`src/rtl/uart_tx_rr_arbiter_if.sv`:
```
// Byte-producer handshake bundle for the shared UART TX arbiter.
// The producers drive valid/data; the arbiter answers with a one-hot ready strobe.
interface uart_tx_rr_arbiter_if #(
  parameter int NUM_REQ = 4
);
  logic [NUM_REQ-1:0]   req_valid;
  logic [8*NUM_REQ-1:0] req_data;
  logic [NUM_REQ-1:0]   req_ready;

  modport master (output req_valid, output req_data, input req_ready);
  modport slave  (input req_valid, input req_data, output req_ready);
endinterface

```
`src/rtl/uart_tx_rr_arbiter.sv`:
```
// Round-robin arbiter that shares one 8N1 UART TX line among NUM_REQ byte producers.
// One requester is granted per frame, and arbitration only happens while the line is idle.
module uart_tx_rr_arbiter #(
  parameter int NUM_REQ      = 4,
  parameter int CLKS_PER_BIT = 868,
  parameter int ID_W         = 2
) (
  input  logic                 clk_100p0,
  input  logic                 rst,
  uart_tx_rr_arbiter_if.slave  bus,
  output logic                 tx_out,
  output logic                 busy,
  output logic [ID_W-1:0]      grant_id
);

  localparam int BAUD_W = (CLKS_PER_BIT > 1) ? $clog2(CLKS_PER_BIT) : 1;

  typedef enum logic [1:0] {S_IDLE, S_START, S_DATA, S_STOP} state_t;

  state_t             state_r, state_n;
  logic [BAUD_W-1:0]  baud_r;
  logic [2:0]         bit_r;
  logic [7:0]         data_r;
  logic               tx_r, tx_n;
  logic               busy_r;
  logic [ID_W-1:0]    grant_r;
  logic [ID_W-1:0]    last_r;

  logic               any_s, hi_any_s, term_s;
  logic [ID_W-1:0]    hi_sel_s, lo_sel_s, sel_s;
  logic [NUM_REQ-1:0] onehot_s, ready_s;
  logic [7:0]         byte_s;

  assign term_s = (baud_r == BAUD_W'(CLKS_PER_BIT - 1));

  // Round-robin pick: lowest valid index above last, else lowest valid index overall (wrap)
  always_comb begin
    hi_any_s = 1'b0;
    hi_sel_s = '0;
    lo_sel_s = '0;
    for (int i = NUM_REQ - 1; i >= 0; i--) begin
      hi_any_s = hi_any_s | (bus.req_valid[i] && (ID_W'(i) > last_r));
      hi_sel_s = (bus.req_valid[i] && (ID_W'(i) > last_r)) ? ID_W'(i) : hi_sel_s;
      lo_sel_s = bus.req_valid[i] ? ID_W'(i) : lo_sel_s;
    end
    any_s    = |bus.req_valid;
    sel_s    = hi_any_s ? hi_sel_s : lo_sel_s;
    onehot_s = '0;
    byte_s   = 8'h00;
    for (int i = 0; i < NUM_REQ; i++) begin
      onehot_s[i] = (ID_W'(i) == sel_s) && any_s;
      byte_s      = (ID_W'(i) == sel_s) ? bus.req_data[8*i +: 8] : byte_s;
    end
  end

  // State register
  always_ff @(posedge clk_100p0) begin
    if (rst) begin
      state_r <= S_IDLE;
    end else begin
      state_r <= state_n;
    end
  end

  // Next-state logic: each line phase ends on the baud terminal count
  always_comb begin
    state_n = state_r;
    case (state_r)
      S_IDLE:  state_n = any_s ? S_START : S_IDLE;
      S_START: state_n = term_s ? S_DATA : S_START;
      S_DATA:  state_n = (term_s && (bit_r == 3'd7)) ? S_STOP : S_DATA;
      S_STOP:  state_n = term_s ? S_IDLE : S_STOP;
      default: state_n = S_IDLE;
    endcase
  end

  // Output logic: ready strobe and the next value of the registered TX line
  always_comb begin
    ready_s = '0;
    tx_n    = tx_r;
    case (state_r)
      S_IDLE: begin
        if (!rst && any_s) begin
          ready_s = onehot_s;
          tx_n    = 1'b0;
        end else begin
          ready_s = '0;
          tx_n    = 1'b1;
        end
      end
      S_START: tx_n = term_s ? data_r[0] : 1'b0;
      S_DATA: begin
        if (term_s) begin
          tx_n = (bit_r == 3'd7) ? 1'b1 : data_r[bit_r + 3'd1];
        end else begin
          tx_n = tx_r;
        end
      end
      S_STOP:  tx_n = 1'b1;
      default: tx_n = 1'b1;
    endcase
  end

  // Datapath: byte latch, baud/bit counters, grant bookkeeping
  always_ff @(posedge clk_100p0) begin
    if (rst) begin
      baud_r  <= '0;
      bit_r   <= 3'd0;
      data_r  <= 8'h00;
      tx_r    <= 1'b1;
      busy_r  <= 1'b0;
      grant_r <= '0;
      last_r  <= ID_W'(NUM_REQ - 1);
    end else begin
      tx_r <= tx_n;
      case (state_r)
        S_IDLE: begin
          baud_r <= '0;
          bit_r  <= 3'd0;
          if (any_s) begin
            data_r  <= byte_s;
            grant_r <= sel_s;
            last_r  <= sel_s;
            busy_r  <= 1'b1;
          end else begin
            busy_r <= 1'b0;
          end
        end
        S_START: baud_r <= term_s ? '0 : baud_r + BAUD_W'(1);
        S_DATA: begin
          baud_r <= term_s ? '0 : baud_r + BAUD_W'(1);
          if (term_s) begin
            bit_r <= (bit_r == 3'd7) ? 3'd0 : bit_r + 3'd1;
          end else begin
            bit_r <= bit_r;
          end
        end
        S_STOP: begin
          baud_r <= term_s ? '0 : baud_r + BAUD_W'(1);
          busy_r <= term_s ? 1'b0 : 1'b1;
        end
        default: begin
          baud_r <= '0;
          busy_r <= 1'b0;
        end
      endcase
    end
  end

  assign bus.req_ready = ready_s;
  assign tx_out        = tx_r;
  assign busy          = busy_r;
  assign grant_id      = grant_r;

endmodule
```
`src/flat_wrapper.sv`:
```
// flat-port wrapper written by rule: the top's interface ports become plain ports
module uart_tx_rr_arbiter_flat 
#(
  parameter int NUM_REQ      = 4,
  parameter int CLKS_PER_BIT = 868,
  parameter int ID_W         = 2
)
  (clk_100p0, rst, tx_out, busy, grant_id, bus_req_valid, bus_req_data, bus_req_ready);
  uart_tx_rr_arbiter_if #(.NUM_REQ(NUM_REQ)) bus_i ();
  input  logic clk_100p0;
  input  logic rst;
  output logic tx_out;
  output logic busy;
  output logic [ID_W-1:0] grant_id;
  input wire logic [$bits(bus_i.req_valid)-1:0] bus_req_valid;
  input wire logic [$bits(bus_i.req_data)-1:0] bus_req_data;
  output wire logic [$bits(bus_i.req_ready)-1:0] bus_req_ready;
  assign bus_i.req_valid = bus_req_valid;
  assign bus_i.req_data = bus_req_data;
  assign bus_req_ready = bus_i.req_ready;
  uart_tx_rr_arbiter #(.NUM_REQ(NUM_REQ), .CLKS_PER_BIT(CLKS_PER_BIT), .ID_W(ID_W)) u_core (.clk_100p0(clk_100p0), .rst(rst), .bus(bus_i), .tx_out(tx_out), .busy(busy), .grant_id(grant_id));
endmodule
```
`config.mk`:
```
export PLATFORM = sky130hd
export DESIGN_NAME = uart_tx_rr_arbiter_flat
export DESIGN_NICKNAME = d
export VERILOG_FILES = /design/src/rtl/uart_tx_rr_arbiter_if.sv /design/src/rtl/uart_tx_rr_arbiter.sv /design/src/flat_wrapper.sv
export SDC_FILE = /design/constraint.sdc
export NUM_CORES = 1
export LEC_CHECK = 0
export CELL_PAD_IN_SITES_DETAIL_PLACEMENT = 0
export CELL_PAD_IN_SITES_GLOBAL_PLACEMENT = 1
export CORE_MARGIN = 3
export CORE_UTILIZATION = 35
export CTS_CLUSTER_SIZE = 14
export DETAILED_ROUTE_END_ITERATION = 7
export HOLD_SLACK_MARGIN = 0.06
export PLACE_DENSITY_LB_ADDON = 0.15
export REMOVE_ABC_BUFFERS = 1
export SLEW_MARGIN = 20
export SYNTH_ARGS = -nofsm -noshare
export SYNTH_HDL_FRONTEND = slang
export SYNTH_SLANG_ARGS = --single-unit
```
`constraint.sdc`:
```
create_clock -name clk_100p0 -period 2.1 [get_ports clk_100p0]
set_clock_uncertainty 0.15 [all_clocks]
set_input_delay 0.21 -clock clk_100p0 [delete_from_list [all_inputs] [get_ports clk_100p0]]
set_output_delay 0.21 -clock clk_100p0 [all_outputs]
set_load 0.005 [all_outputs]
```
==> impl_metrics.py, run 1 <==
metrics = {
    "placed_design": {
        "portBuffers": 45,
        "gp_congestion": 0.797,
        "placed_cells": 329,
        "dpl.hpwl_um": 3600,
        "postPlaceCellArea_um2": 2360,
    },
    "clock_tree": {
        "clk_pin_slew_worst_paths_ps": 60,
        "clk_path_buf_depth": 2,
        "clk_root_buffer_cell": "clkbuf_8",
        "htree_levels": 2,
        "cts_sinks": 29,
        "cts_tree": "done",
        "cts_made_buffers": 5,
        "hold_buffers": 0,
        "clk_latency_ps": 280,
    },
    "job": {
        "max_cap_viol_count": 0,
    },
    "grt": {
        "grt_usage_pct": 17.5,
        "antenna_found_initial": 0,
        "grt_max_degree": 14,
        "grt_pass1_vias": 1797,
        "use_met2_pct": 29.3,
        "grt_pass1_wl_um": 8360,
        "use_met3_pct": 5.28,
        "top_usage_layer": "met2",
        "grtUsageMet1_pct": 21.7,
        "grt_overflow": 0,
    },
    "worst_hold_path": {
        "hold_path.class": "reg -> reg",
        "holdCritStartpoint": "u_core.baud_r[0]",
        "holdPathStages": 1,
        "holdPathEnd": "u_core.baud_r[0]",
    },
    "yosys": {
        "syn_area_um2": 1770,
        "synth_top_area_share_pct": 32.9,
        "seq_area_frac_synth_pct": 32.9,
        "synth.area.top_cells": "dfxtp_1 33%, nor2_1 5.7%, mux2i_1 5.7%, a2bb2oi_1 5.0%, ha_1 5.0%",
        "yosysTopAreaCell": "dfxtp_1",
        "synth_edf_count": 0,
        "synthFlopType": "dfxtp_1",
        "synth_warnings": 0,
        "ys_async_sr_fraction_pct": 0,
        "synth_area_per_cell_um2": 8.37,
        "synth_cell_type_count": 49,
        "ys_ff_latch": 29,
        "netlist_instances": 211,
        "synth_commonest_cells": "29 x dfxtp_1, 27 x nor2_1, 15 x nand3_1",
        "yosysMostFrequentCell": "dfxtp_1",
    },
    "die": {
        "start_util_pct": 36.9,
        "io_pins": 46,
        "die_w_um": 77.0,
        "die_area_um2": 5930,
        "die_h_um": 77.0,
        "core_um2": 4790,
        "row_count": 25,
    },
    "timing": {
        "slew_viol_final": 0,
        "worstMarginPinSlew_ps": 389,
        "rsz0062_at_grt": "no",
        "hold_ws_ps": 321,
        "fin_crit_ps": 1990,
        "post-route-period-util_pct": 94.7,
        "finalSetupViolations": 0,
        "finalHoldViolations": 0,
        "maxSlewHeadroom_pct": 74.1,
        "setup_tns_ps": 0,
        "fmax_mhz": 503,
    },
    "setup_path": {
        "crit_cells": 7,
        "reg2reg_slack_ps": 160,
        "arrival_ps": 1630,
        "critPathLaunchType": "primary input",
        "r2r-end": "u_core.tx_out",
        "worst-setup-path-type": "in -> out",
        "slowest_stage": "or4_4",
        "cpPeakStageDelay_ps": 460,
        "end_kind": "output pin",
        "required_ps": 1740,
        "r2r_start": "u_core.bit_r[0]",
        "cp_top_family": "simple AND/OR/NAND/NOR gates",
        "crit_buf_inv": 3,
        "path_cells": "clkdlybuf4s50_1, or4_4, buf_6, and2_4, nand2b_4, nor3_1, clkbuf_2",
        "path_max_fanout": 3,
        "r2r_cells": 7,
    },
    "drt": {
        "ant_nets": 0,
        "drc": 0,
        "viasPerCell": 5.04,
        "first_iter_violations": 71,
        "drt_pass1_iterations": 4,
        "wl_per_cell_um": 13.6,
        "vias": 1712,
        "wl_um": 4620,
    },
    "power": {
        "irDropWorstVdd_v": 0.000254,
        "power.density_nw_per_um2": 693,
        "p_leak_nw": 1.02,
    },
    "layout": {
        "drive_gt1_share_pct": 17.6,
        "area_growth_pct": 43.7,
        "insertedDiodeCount": 0,
        "final_cells": 340,
        "layout.nets": 317,
        "n_fill_cell": 468,
        "stdcell_area_um2": 2540,
    },
    "run_status": {
        "status": "finished clean",
    },
}
placed cells by master (no fill, tap or decap), types with 3 or more instances in the layout:
cell,count
a211oi_1,5
a21oi_1,12
a222oi_1,3
a2bb2oi_1,10
and3_1,3
buf_4,20
buf_6,3
clkbuf_8,5
clkdlybuf4s50_1,38
dfxtp_1,28
ha_1,5
inv_1,6
mux2i_1,10
nand2_1,12
nand2b_1,5
nand3_1,15
nor2_1,27
nor2b_1,3
nor3_1,6
o21ai_0,8
xnor2_1,5
sequential cells by signal, summed over array words and instances, names as in the netlist:
signal and flops:
u_core.busy 1, u_core.bit_r 3, u_core.state_r 2, u_core.grant_id 2, u_core.tx_out 1, u_core.baud_r 10
u_core.data_r 8, u_core.last_r 2
how the worst max path moves through the flow:
stage                                start          endpoint
after global routing       u_core.bit_r[0]     u_core.tx_out
final                     bus_req_valid[2]  bus_req_ready[1]
after floorplan           u_core.baud_r[0]   u_core.bit_r[0]
after CTS                 bus_req_valid[2]  bus_req_ready[1]
after detailed placement  bus_req_valid[3]  bus_req_ready[1]
after global placement    bus_req_valid[3]  bus_req_ready[1]
repair_timing:
item                                   CTS  global route
pin swaps                                2             2
setup endpoints to repair                4             6
buffers inserted                         3             0
gates resized for setup                 15             7
endpoints found under the hold margin    0             0
cell families (layout without fill, tap and decap cells):
group	Yosys count	after routing	synth area share (%)
xor+xnor	7	7	3.47
simple gates	86	86	25.5
mux	10	10	5.67
compound gates	52	52	21.4
flops	29	29	32.9
buf+inv	20	82	6.09
fa+ha+maj	7	7	4.96
worst register-to-register path, stage by stage, from the launching register on:
cell and delay [ps]:
dfxtp_1 370, ha_1 230, ha_2 410, mux2i_1 200
a32oi_1 100, and3_1 190, nand4_1 80, o211ai_1 80
area by class of cell:
class | count | area (µm²) | share of cell area [%]
Clock buffer | 5 | 68.8 | 2.71
Clock inverter | 3 | 65.1 | 2.57
Inverter | 6 | 22.5 | 0.888
Multi-Input combinational cell | 162 | 1090 | 43.1
Sequential cell | 29 | 582 | 22.9
Tap cell | 67 | 83.8 | 3.31
Timing Repair Buffer | 68 | 622 | 24.5
per-layer routing:
layer	vias up	wire (µm)
met3	7	285
met5	-	0
met4	0	61
li1	879	-
met1	780	2090
met2	46	2180
per-stage QoR:
step	power (mW)	utilization (%)	setup WS, ps
after floorplan	0.850	-	80.2
after global placement	1.07	49.4	-271
after detailed placement	1.08	49.4	-300
after CTS	1.78	52.9	-81.4
after global routing	1.86	53.0	13.4
final	1.76	53.0	111
where the power goes:
part / leakage [nW] / switching, mW / internal (mW)
Clock: 0.0681 / 0.218 / 0.471
Sequential: 0.237 / 0.0359 / 0.597
Combinational: 0.710 / 0.193 / 0.244
Total: 1.02 / 0.446 / 1.31
Note: power is estimated with default switching activity, not from simulation.
==> run 2: changes to the inputs <==
Settings changed: ABC_CLOCK_PERIOD_IN_PS set to 2100.
==> results of run 2 <==
Final layout, timing and power as in run 1 (identical DEF).
==> edit: new RTL, settings of run 1 <==
`ID_W` is set to 2 in 2 places; all go to 3.
--- a/src/rtl/uart_tx_rr_arbiter.sv
+++ b/src/rtl/uart_tx_rr_arbiter.sv
@@ -3,7 +3,7 @@
 module uart_tx_rr_arbiter #(
   parameter int NUM_REQ      = 4,
   parameter int CLKS_PER_BIT = 868,
-  parameter int ID_W         = 2
+  parameter int ID_W         = 3
 ) (
   input  logic                 clk_100p0,
   input  logic                 rst,
--- a/src/flat_wrapper.sv
+++ b/src/flat_wrapper.sv
@@ -3,7 +3,7 @@
 #(
   parameter int NUM_REQ      = 4,
   parameter int CLKS_PER_BIT = 868,
-  parameter int ID_W         = 2
+  parameter int ID_W         = 3
 )
   (clk_100p0, rst, tx_out, busy, grant_id, bus_req_valid, bus_req_data, bus_req_ready);
   uart_tx_rr_arbiter_if #(.NUM_REQ(NUM_REQ)) bus_i ();
Interface: changed (resized grant_id); port bits go from 46 to 47. No check against the original RTL was run, so the function may have changed too.
==> edit against run 1 <==
- register-to-register slack lost 0.07 ns
- sequential cell count unchanged
- final area up 7.9%
- largest cell class unchanged
- total power decreased by 7.8%
- area after synthesis grew 6.9%
- highest routed layer unchanged
- worst setup slack got worse by 0.059 ns
- wire length up 20%
- fmax decreased by 2.9%
==> edit: results (changes against run 1) <==
* Outcome: finished clean (unchanged)
* Post-CTS setup buffers at 0 (was 3)
* Global-route wire length before repair at 8980 um (was 8360 um)
* Dpl hpwl at 4410 um (was 3600 um)
* Max VDD drop at 0.000304 V (was 0.000254 V)
* Met1 WL at 2450 um (was 2090 um)
* Final wirelength at 5540 um (was 4620 um)
* Sequential element share of the synthesized area at 0.308 (was 0.329)
* Commonest cells in the netlist: 34 x nor2_1, 29 x dfxtp_1, 13 x a21oi_1, 13 x inv_1, 8 x o21ai_0 (was 29 x dfxtp_1, 27 x nor2_1, 15 x nand3_1)
* CP max FO at 5 (was 3)
* Vias in the first global route at 1885 (was 1797)
* Layout cell share with drive strength beyond 1 at 0.239 (was 0.176)
* GR met1 Demand/Resource at 0.214 (was 0.217)
* Complex-gate fraction of the synthesized area at 0.314 (was 0.214)
* CP top delay family: buffers and inverters (was simple AND/OR/NAND/NOR gates)
* Met3 Routed Length at 386 um (was 285 um)
* Slowest stage delay, CP at 0.32 ns (was 0.46 ns)
* DP Worst Slack at -0.360 ns (was -0.300 ns)
* Slowest cell on crit path: dfxtp_1 (was or4_4)
* Wire length on met2 at 2620 um (was 2180 um)
* Met3 Usage GRT at 0.0576 (was 0.0528)
* Synthesized area per cell at 8.82 um^2 (was 8.37 um^2)
* Largest cells by area after synthesis: dfxtp_1 31%, nor2_1 6.8%, ha_1 4.6%, a21oi_1 3.4%, mux4_1 2.8% (was dfxtp_1 33%, nor2_1 5.7%, mux2i_1 5.7%, a2bb2oi_1 5.0%, ha_1 5.0%)
* Vias at 1890 (was 1712)
* Overall global routing resource usage at 0.181 (was 0.175)
* GR Util met2 at 0.309 (was 0.293)
* Crit path DAT at 1.69 ns (was 1.63 ns)
* Routability cong. at 0.875 (was 0.797)
* Largest net degree at the start of global routing at 21 (was 14)
* Placed cell area at 2630 um^2 (was 2360 um^2)
* Adder-cell share of the synthesized area at 0.0464 (was 0.0496)
* LEAKAGE at 1.08 nW (was 1.02 nW)
[edit: changes by cell type after synthesis, moves of 4 or more]
cell,delta
a2bb2oi_1,-9
nand2_1,-6
nand3_1,-12
clkbuf_1,-4
nand2b_1,-4
o211ai_1,+6
inv_1,+7
nor2_1,+7
buf_4,+4
o221ai_1,+4
o21ai_1,+5
mux2i_1,-10
a22oi_1,+4
[edit: worst paths after layout]
| check | cells after the start | slack [ns] | to | from |
|---|---|---|---|---|
| max | 7 | 0.05 | bus_req_ready[3] | u_core.state_r[1] |
| min | 2 | 0.31 | u_core.busy | u_core.busy |
| max reg2reg | 6 | 0.09 | u_core.tx_out | u_core.bit_r[0] |
| min reg2reg | 2 | 0.31 | u_core.busy | u_core.busy |
[edit: cell families after synthesis]
logic type               Yosys count
AO/OA/AOI/OAI                     75
AND/OR/NAND/NOR                   64
flip-flops                        29
buffers and inverters             26
XOR/XNOR                           8
adder cells (fa/ha/maj)            7
multiplexers                       4
other                              1
[edit: repair_timing]
| item | 4_1_cts | 5_1_grt |
|---|---|---|
| cloned | 0 | 0 |
| endpoints found under the setup margin | 6 | 5 |
| resized for setup | 12 | 12 |
| pin swaps | 2 | 1 |
[edit: power groups by stage]
stage / logic, mW / registers (mW) / clock network [mW]
floorplan: 0.252 / 0.641 / 0
global placement: 0.537 / 0.643 / 0
detailed placement: 0.542 / 0.642 / 0
CTS: 0.544 / 0.631 / 0.454
global route: 0.599 / 0.639 / 0.474
finish: 0.547 / 0.633 / 0.440
[edit: final cells by class]
type	count	area [um^2]
inverter	13	48.8
sequential	29	583
fill	500	2440
timing repair buffer	84	738
tap	70	87.6
clock inverter	2	10.0
multi-input combinational	159	1200
clock buffer	6	72.6
